$ cat src/rtl/stopwatch_pkg.sv
// Shared types and default timing constants for the stopwatch control, counter and display stages.
package stopwatch_pkg;

  typedef enum logic [1:0] {
    IDLE = 2'd0,
    RUN  = 2'd1,
    LAP  = 2'd2,
    STOP = 2'd3
  } sw_state_t;

  localparam int RTC_HZ = 100;

  // Defaults tuned for the 100 Hz real-time clock (40 ms debounce, 5 s lap hold)
  localparam int DEF_DEB_TICKS      = 4;
  localparam int DEF_DEB_W          = 3;
  localparam int DEF_LAP_HOLD_TICKS = 5 * RTC_HZ;

endpackage

$ cat src/rtl/stopwatch_ctrl_fsm_if.sv
// Front-panel bus: raw buttons in, counter controls and status out.
// The slave side is the control FSM; the master side is the panel/counter environment.
interface stopwatch_ctrl_fsm_if;
  import stopwatch_pkg::*;

  logic      i_btn_start;
  logic      i_btn_lap;
  logic      o_countenb;
  logic      o_countinit;
  logic      o_latchcount;
  sw_state_t o_state;
  logic [1:0] o_btn_level;  // accepted (debounced) levels {lap, start}, for debug LEDs

  modport master (
    output i_btn_start,
    output i_btn_lap,
    input  o_countenb,
    input  o_countinit,
    input  o_latchcount,
    input  o_state,
    input  o_btn_level
  );

  modport slave (
    input  i_btn_start,
    input  i_btn_lap,
    output o_countenb,
    output o_countinit,
    output o_latchcount,
    output o_state,
    output o_btn_level
  );

endinterface

$ cat src/rtl/btn_debounce.sv
// Push-button debouncer: 2-flop synchroniser, stability counter, one-cycle press pulse on accepted 0->1.
module btn_debounce #(
  parameter int DEB_TICKS = 4,
  parameter int DEB_W     = 3
) (
  input  logic i_rtcclk,
  input  logic rst,
  input  logic i_raw,
  output logic o_level,
  output logic o_press
);

  logic             sync1_q;
  logic             sync2_q;
  logic             level_q;
  logic             level_d;
  logic             press_q;
  logic [DEB_W-1:0] cnt_q;
  logic [DEB_W-1:0] cnt_d;

  // The counter only runs while the synchronised sample disagrees with the accepted level
  always_comb begin
    level_d = level_q;
    cnt_d   = '0;
    if (sync2_q != level_q) begin
      if (cnt_q == DEB_W'(DEB_TICKS - 1)) begin
        level_d = sync2_q;
      end else begin
        cnt_d = cnt_q + 1'b1;
      end
    end
  end

  always_ff @(posedge i_rtcclk or posedge rst) begin
    if (rst) begin
      sync1_q <= 1'b0;
      sync2_q <= 1'b0;
      level_q <= 1'b0;
      cnt_q   <= '0;
      press_q <= 1'b0;
    end else begin
      sync1_q <= i_raw;
      sync2_q <= sync1_q;
      level_q <= level_d;
      cnt_q   <= cnt_d;
      press_q <= level_d & ~level_q;
    end
  end

  assign o_level = level_q;
  assign o_press = press_q;

endmodule

$ cat src/rtl/stopwatch_ctrl_fsm.sv
// Stopwatch front-panel control: two debounced buttons drive the IDLE/RUN/LAP/STOP mode FSM.
// Optional macro LAP_AUTOREL_EN adds a lap hold counter that returns LAP to RUN after LAP_HOLD_TICKS.
module stopwatch_ctrl_fsm
  import stopwatch_pkg::*;
#(
  parameter int DEB_TICKS = DEF_DEB_TICKS,
  parameter int DEB_W     = DEF_DEB_W
`ifdef LAP_AUTOREL_EN
  ,
  parameter int LAP_HOLD_TICKS = DEF_LAP_HOLD_TICKS
`endif
) (
  input  logic                 i_rtcclk,
  input  logic                 rst,
  stopwatch_ctrl_fsm_if.slave  bus
);

  localparam logic [1:0] ST_IDLE = IDLE;
  localparam logic [1:0] ST_RUN  = RUN;
  localparam logic [1:0] ST_LAP  = LAP;
  localparam logic [1:0] ST_STOP = STOP;

  logic [1:0] btn_raw;
  logic [1:0] btn_level;
  logic [1:0] btn_press;
  logic       start_p;
  logic       lap_p;

  logic [1:0] state_q;
  logic [1:0] state_d;
  logic       countenb_q;
  logic       countinit_q;
  logic       latchcount_q;
  logic       hold_done;

  assign btn_raw = {bus.i_btn_lap, bus.i_btn_start};

  genvar gi;
  generate
    for (gi = 0; gi < 2; gi++) begin : g_btn
      btn_debounce #(
        .DEB_TICKS (DEB_TICKS),
        .DEB_W     (DEB_W)
      ) u_deb (
        .i_rtcclk (i_rtcclk),
        .rst      (rst),
        .i_raw    (btn_raw[gi]),
        .o_level  (btn_level[gi]),
        .o_press  (btn_press[gi])
      );
    end
  endgenerate

  assign start_p = btn_press[0];
  assign lap_p   = btn_press[1];

`ifdef LAP_AUTOREL_EN
  localparam int HOLD_W = $clog2(LAP_HOLD_TICKS + 1);

  logic [HOLD_W-1:0] hold_q;
  logic [HOLD_W-1:0] hold_d;
  logic [HOLD_W-1:0] hold_inc;

  // Held at zero outside LAP, so entering LAP always starts a fresh hold interval
  assign hold_inc  = hold_q + 1'b1;
  assign hold_done = (state_q == ST_LAP) && (hold_inc == HOLD_W'(LAP_HOLD_TICKS));
  assign hold_d    = (state_q == ST_LAP) ? hold_inc : '0;

  always_ff @(posedge i_rtcclk or posedge rst) begin
    if (rst) begin
      hold_q <= '0;
    end else begin
      hold_q <= hold_d;
    end
  end
`else
  assign hold_done = 1'b0;
`endif

  // Start is tested first in every state, so a coincident lap pulse is dropped
  always_comb begin
    state_d = state_q;
    case (state_q)
      ST_IDLE: begin
        if (start_p) state_d = ST_RUN;
      end
      ST_RUN: begin
        if (start_p)    state_d = ST_STOP;
        else if (lap_p) state_d = ST_LAP;
      end
      ST_LAP: begin
        if (start_p)        state_d = ST_STOP;
        else if (lap_p)     state_d = ST_RUN;
        else if (hold_done) state_d = ST_RUN;
      end
      ST_STOP: begin
        if (start_p)    state_d = ST_RUN;
        else if (lap_p) state_d = ST_IDLE;
      end
      default: state_d = ST_IDLE;
    endcase
  end

  // Outputs are decoded from the next state so they switch on the same edge as the state
  always_ff @(posedge i_rtcclk or posedge rst) begin
    if (rst) begin
      state_q      <= ST_IDLE;
      countenb_q   <= 1'b0;
      countinit_q  <= 1'b0;
      latchcount_q <= 1'b1;
    end else begin
      state_q      <= state_d;
      countenb_q   <= (state_d == ST_RUN) || (state_d == ST_LAP);
      countinit_q  <= (state_q == ST_STOP) && (state_d == ST_IDLE);
      latchcount_q <= (state_d != ST_LAP);
    end
  end

  assign bus.o_countenb   = countenb_q;
  assign bus.o_countinit  = countinit_q;
  assign bus.o_latchcount = latchcount_q;
  assign bus.o_state      = sw_state_t'(state_q);
  assign bus.o_btn_level  = btn_level;

endmodule

$ cat src/flat_wrapper.sv
// flat-port wrapper written by rule: the top's interface ports become plain ports
module stopwatch_ctrl_fsm_flat import stopwatch_pkg::*;
#(
  parameter int DEB_TICKS = DEF_DEB_TICKS,
  parameter int DEB_W     = DEF_DEB_W

)
  (i_rtcclk, rst, bus_i_btn_start, bus_i_btn_lap, bus_o_countenb, bus_o_countinit, bus_o_latchcount, bus_o_state, bus_o_btn_level);
  stopwatch_ctrl_fsm_if bus_i ();
  input  logic i_rtcclk;
  input  logic rst;
  input wire logic [$bits(bus_i.i_btn_start)-1:0] bus_i_btn_start;
  input wire logic [$bits(bus_i.i_btn_lap)-1:0] bus_i_btn_lap;
  output wire logic [$bits(bus_i.o_countenb)-1:0] bus_o_countenb;
  output wire logic [$bits(bus_i.o_countinit)-1:0] bus_o_countinit;
  output wire logic [$bits(bus_i.o_latchcount)-1:0] bus_o_latchcount;
  output wire logic [$bits(bus_i.o_state)-1:0] bus_o_state;
  output wire logic [$bits(bus_i.o_btn_level)-1:0] bus_o_btn_level;
  assign bus_i.i_btn_start = bus_i_btn_start;
  assign bus_i.i_btn_lap = bus_i_btn_lap;
  assign bus_o_countenb = bus_i.o_countenb;
  assign bus_o_countinit = bus_i.o_countinit;
  assign bus_o_latchcount = bus_i.o_latchcount;
  assign bus_o_state = bus_i.o_state;
  assign bus_o_btn_level = bus_i.o_btn_level;
  stopwatch_ctrl_fsm #(.DEB_TICKS(DEB_TICKS), .DEB_W(DEB_W)) u_core (.i_rtcclk(i_rtcclk), .rst(rst), .bus(bus_i));
endmodule
$ cat config.mk
export PLATFORM = sky130hd
export DESIGN_NAME = stopwatch_ctrl_fsm_flat
export DESIGN_NICKNAME = d
export VERILOG_FILES = /design/src/rtl/stopwatch_pkg.sv /design/src/rtl/stopwatch_ctrl_fsm_if.sv /design/src/rtl/btn_debounce.sv /design/src/rtl/stopwatch_ctrl_fsm.sv /design/src/flat_wrapper.sv
export SDC_FILE = /design/constraint.sdc
export NUM_CORES = 1
export LEC_CHECK = 0
export ABC_AREA = 1
export BUFFER_PORTS_ARGS = -buffer_cell sky130_fd_sc_hd__buf_2
export CAP_MARGIN = 20
export CORE_MARGIN = 3
export CORE_UTILIZATION = 50
export CTS_CLUSTER_DIAMETER = 120
export CTS_CLUSTER_SIZE = 14
export DETAILED_ROUTE_END_ITERATION = 10
export GPL_TIMING_DRIVEN = 0
export PLACE_DENSITY_LB_ADDON = 0.08
export SLEW_MARGIN = 20
export SYNTH_ARGS = -nofsm -noshare
export SYNTH_HDL_FRONTEND = slang
export SYNTH_SLANG_ARGS = --single-unit
$ cat constraint.sdc
create_clock -name i_rtcclk -period 1.8 [get_ports i_rtcclk]
set_clock_uncertainty 0.1 [all_clocks]
set_input_delay 0.18 -clock i_rtcclk [delete_from_list [all_inputs] [get_ports i_rtcclk]]
set_output_delay 0.18 -clock i_rtcclk [all_outputs]
set_load 0.1 [all_outputs]
Word level (Yosys, flattened, before mapping). Cells that the tools add are included.

Add/subtract/negate cells: 2. Equality and inequality tests: 10. Multiplexer cells: 16. Bitwise gates (word level): 4. Reduce and logical (&&, ||, !) cells: 4.

Operators by type and width (number): two-way mux 2 bit (7); two-way mux 3 bit (4); one-hot mux 2 bit (4 select lines) (1); adder 3 x 1 -> 3 bit, second input constant (2); == test 2 bit, second input constant (3); == test 3 x 2 -> 1 bit, second input constant (2); == test 2 x 1 -> 1 bit, second input constant (2); zero test 2 bit (2); two-way mux 1 bit (4); bitwise AND 1 bit (2); inequality test 1 bit (2); inequality test 2 bit, second input constant (1); NOT 1 bit (2); logical AND 1 bit (1); logical OR 1 bit (1).

Register bits: 19. Input bits: 4. Output and inout port bits: 7. Logic and storage cells: 50.

Longest topological paths before layout.
Depth in word-level cells: 5. Gate-level depth with buffers: 7. Depth with buffers taken out: 7.

By module. Synthesis repeated with hierarchy kept, for this count alone.

Cells, all modules: 90. Area total of the unflattened synthesis: 798.3 sq um.

Modules (own cells, without submodules): btn_debounce (instances 2, cells each 28, area each 269.0 sq um); stopwatch_ctrl_fsm (instances 1, cells each 34, area each 260.2 sq um).

Least setup slack after synthesis. OpenSTA, ideal clock, no wires.

Path type: register to register. From: register u_core.state_q[0] (netlist: u_core.bus.o_state[0]). To: register u_core.countinit_q (netlist: u_core.bus.o_countinit). Setup time: 0.074 ns. Data arrival time: 1.639 ns. Data required time: 1.626 ns. Setup slack: -0.013 ns. Stages on the path, launching flop included: 8. Path buffers: 0. Period minus slack after synthesis: 1.813 ns. Path through: dfrtp_1 -> inv_1 -> nand2_1 -> nand3_1 -> nand2_1 -> ha_1 -> nand2_1 -> nor2_1.

Word-level cells in the longest chain between the ends: 5.

RTL lines: start: declaration (RTL line stopwatch_ctrl_fsm.sv:29) `logic [1:0] state_q;`; start signal: assignment (RTL line stopwatch_ctrl_fsm.sv:112) `state_q <= state_d;`; two-way mux 2 bit, on equally long branches (RTL line stopwatch_ctrl_fsm.sv:98, stopwatch_ctrl_fsm.sv:89, stopwatch_ctrl_fsm.sv:93); two-way mux 2 bit, on equally long branches (RTL line stopwatch_ctrl_fsm.sv:97, stopwatch_ctrl_fsm.sv:88, stopwatch_ctrl_fsm.sv:92); one-hot mux 2 bit (4 select lines) (RTL line stopwatch_ctrl_fsm.sv:83) `case (state_q)`; zero test 2 bit (RTL line stopwatch_ctrl_fsm.sv:114) `countinit_q <= (state_q == ST_STOP) && (state_d == ST_IDLE);`; logical AND 1 bit (*) (RTL line stopwatch_ctrl_fsm.sv:114); end signal: assignment (RTL line stopwatch_ctrl_fsm.sv:114); end: declaration (RTL line stopwatch_ctrl_fsm.sv:32) `logic countinit_q;`.

Every way passes the cells marked *; elsewhere a longest branch is shown, timed or not.

Final worst setup path.
From: register u_core.g_btn[1].u_deb.level_q. To: output port bus_o_btn_level[1].

RTL lines: start: declaration (RTL line btn_debounce.sv:15) `logic level_q;`; start signal: assignment (RTL line btn_debounce.sv:44) `level_q <= level_d;`; end: declaration (RTL line flat_wrapper.sv:18) `output wire logic [$bits(bus_i.o_btn_level)-1:0] bus_o_btn_level;`.

No word-level cell between the ends.

==> flow_metrics.py <==
metrics = {
    "critical_path": {
        "slowest_delay_ns": 0.41,
        "crit_fanout": 4,
        "crit_chain": "buf_4 -> buf_2",
        "cp-end-kind": "output pin",
        "cp_slowest_cell": "dfrtp_1",
        "arrival_ns": 1.23,
        "path_buf_inv": 2,
        "cp_top_family": "buffers and inverters",
        "critPathRequiredTime_ns": 1.52,
        "critPathLaunchType": "register",
        "criticalPathCategory": "reg -> out",
    },
    "sta": {
        "timing.slew.headroom": 0.545,
        "finalSetupTns_ns": 0,
        "fin_crit_ns": 1.51,
        "period_share": 0.840,
        "hold_viol_final": 0,
        "rsz0062_at_grt": "no",
        "fmax_mhz": 662,
        "finalMaxSlewViolations": 0,
        "worst_pin_slew_ns": 0.681,
        "finalSetupViolCount": 0,
    },
    "route": {
        "vias": 472,
        "final_antenna_net_count": 0,
        "totalWireLength_microns": 993,
        "first_pass_iters": 3,
        "routedWlPerCell_microns": 9.37,
        "drc": 0,
        "vias_per_cell": 4.45,
        "dr.first_iter.drc_count": 4,
    },
    "cts": {
        "cts-resized-gates": 0,
        "post_cts_buffers": 0,
        "htreeDepth": 1,
        "clkSinkCount": 19,
        "cts-root-buf": "clkbuf_4",
        "cts_buffer_depth": 2,
        "clkLatencyLatePin_ns": 0.29,
        "cts_tree": "done",
        "clk_pin_slew_ns": 0.10,
        "cts_hold_buf": 3,
        "cts_buffers": 3,
    },
    "yosys": {
        "yosys_warnings": 0,
        "ys_ff_latch": 19,
        "synth_cells": 74,
        "synth_cell_types": 13,
        "synth_area_leader_cell": "dfrtp_1",
        "synth_area_sq_um": 746,
        "synth.top_cells.by_area": "dfrtp_1, inv_1, ha_1",
        "postSynthAreaPerCell_sq_um": 10.1,
        "postSynthNetCount": 82,
        "synth_seq_area_share": 0.639,
        "synth_top_area_share": 0.604,
    },
    "cells_and_area": {
        "nNetsFinal": 100,
        "syn_to_final_growth_pct": 16.9,
        "drive_above_1_share": 0.187,
        "num_antenna_cells": 0,
        "n_fill_cell": 106,
    },
    "grt": {
        "track_usage": 0.122,
        "grt_pass1_vias": 428,
        "grt_overflow_total": 0,
        "antenna_found_initial": 0,
        "grt_pass1_wl_microns": 1680,
        "grt_max_degree": 20,
    },
    "floorplan": {
        "fp.dieArea_sq_um": 1990,
        "rows": 13,
        "start_util": 0.552,
        "fp.coreArea_sq_um": 1350,
        "fp.dieH_microns": 44.6,
        "fp.dieW_microns": 44.6,
        "io_pins": 11,
    },
    "run_status": {
        "outcome": "completed",
    },
    "place": {
        "io_buffers": 10,
        "detailed_place_hpwl_microns": 703,
        "gp_congestion": 0.794,
    },
    "job": {
        "cap_viol_max_count": 0,
    },
    "worst_hold_path": {
        "hold_class": "reg -> reg",
    },
}
-- path summary, 6_finish.rpt --
| path | from | endpoint | slack, ns | cells after the start |
|---|---|---|---|---|
| setup / recovery | u_core.g_btn[1].u_deb.o_level$_DFF_PP0_ | bus_o_btn_level[1] | 0.29 | 2 |
| hold / removal | u_core.g_btn[0].u_deb.sync1_q$_DFF_PP0_ | u_core.g_btn[0].u_deb.sync2_q$_DFF_PP0_ | 0.26 | 0 |
| setup reg to reg | u_core.bus.o_state[0]$_DFF_PP0_ | u_core.bus.o_countenb$_DFF_PP0_ | 0.56 | 5 |
| hold reg to reg | u_core.g_btn[0].u_deb.sync1_q$_DFF_PP0_ | u_core.g_btn[0].u_deb.sync2_q$_DFF_PP0_ | 0.26 | 0 |
| max in group asynchronous | rst | u_core.bus.o_state[0]$_DFF_PP0_ | 0.71 | 3 |
| min in group asynchronous | rst | u_core.g_btn[1].u_deb.cnt_q[1]$_DFF_PP0_ | 0.42 | 3 |
-- worst register-to-register path: stages (launching register included) --
cell	delay, ns
dfrtp_2	0.43
inv_1	0.09
nand3_1	0.07
nand2_1	0.10
inv_1	0.06
ha_1	0.28
-- metal layers --
layer,up-vias,GRT usage,share of wire
met3,2,0.0244,0.043
met1,211,0.143,0.48
met4,0,0.108,0.012
met5,-,0,0
li1,250,-,-
met2,9,0.186,0.46
-- metrics by stage --
| step | setup WS (ns) | std cells | util | hold WS [ns] | area (sq um) |
|---|---|---|---|---|---|
| finish | 0.289 | 106 | 0.646 | 0.257 | 872 |
| CTS | 0.274 | 106 | 0.646 | 0.260 | 872 |
| detailed placement | 0.563 | 99 | 0.604 | 0.190 | 816 |
| global placement | 0.590 | 99 | 0.604 | 0.188 | 816 |
| floorplan | 0.0503 | 74 | - | 0.0303 | 747 |
| global route | 0.229 | 106 | 0.646 | 0.267 | 872 |
-- cell type report --
| class | instances | area, sq um | area share |
|---|---|---|---|
| sequential | 19 | 478 | 0.548 |
| multi-input combinational | 36 | 190 | 0.218 |
| timing repair buffer | 13 | 80.1 | 0.0918 |
| inverter | 17 | 63.8 | 0.0732 |
| clock buffer | 4 | 26.3 | 0.0301 |
| tap | 15 | 18.8 | 0.0215 |
| buffer | 2 | 15.0 | 0.0172 |
-- state kept, by name, summed over array words and instances (netlist names) --
name,count
u_core.g_btn.u_deb.cnt_q,6
u_core.bus.o_state,2
u_core.g_btn.u_deb.o_level,2
u_core.g_btn.u_deb.o_press,2
u_core.g_btn.u_deb.sync1_q,2
u_core.g_btn.u_deb.sync2_q,2
u_core.bus.o_countenb,1
u_core.bus.o_countinit,1
u_core.bus.o_latchcount,1
-- placed cells by master, fill, tap and decap left out --
cell           synthesis  layout
inv_1                 17      17
a21oi_1                1       1
buf_4                  2       2
xnor2_1                2       2
dfrtp_2                0       1
clkbuf_4               0       3
nand3_1                2       2
ha_1                   4       4
o21ai_1                1       1
nor2_1                 9       9
dfstp_2                1       1
o21ai_0                2       2
nand2_1               13      13
clkbuf_1               0       1
dfrtp_1               18      17
nor3_1                 2       2
dlygate4sd3_1          0       3
buf_2                  0      10
-- kinds of logic after synthesis --
logic type	synth area share
fa+ha+maj	0.0671
flops	0.639
buf+inv	0.106
xor+xnor	0.0235
simple gates	0.138
compound gates	0.0268
-- cell usage after synthesis --
master	count
dfrtp_1	18
inv_1	17
nand2_1	13
nor2_1	9
ha_1	4
buf_4	2
nand3_1	2
nor3_1	2
o21ai_0	2
xnor2_1	2
a21oi_1	1
dfstp_2	1
o21ai_1	1
Power is not shown: default switching activity piles up to over one toggle a cycle in this logic, so the estimate is an artifact.
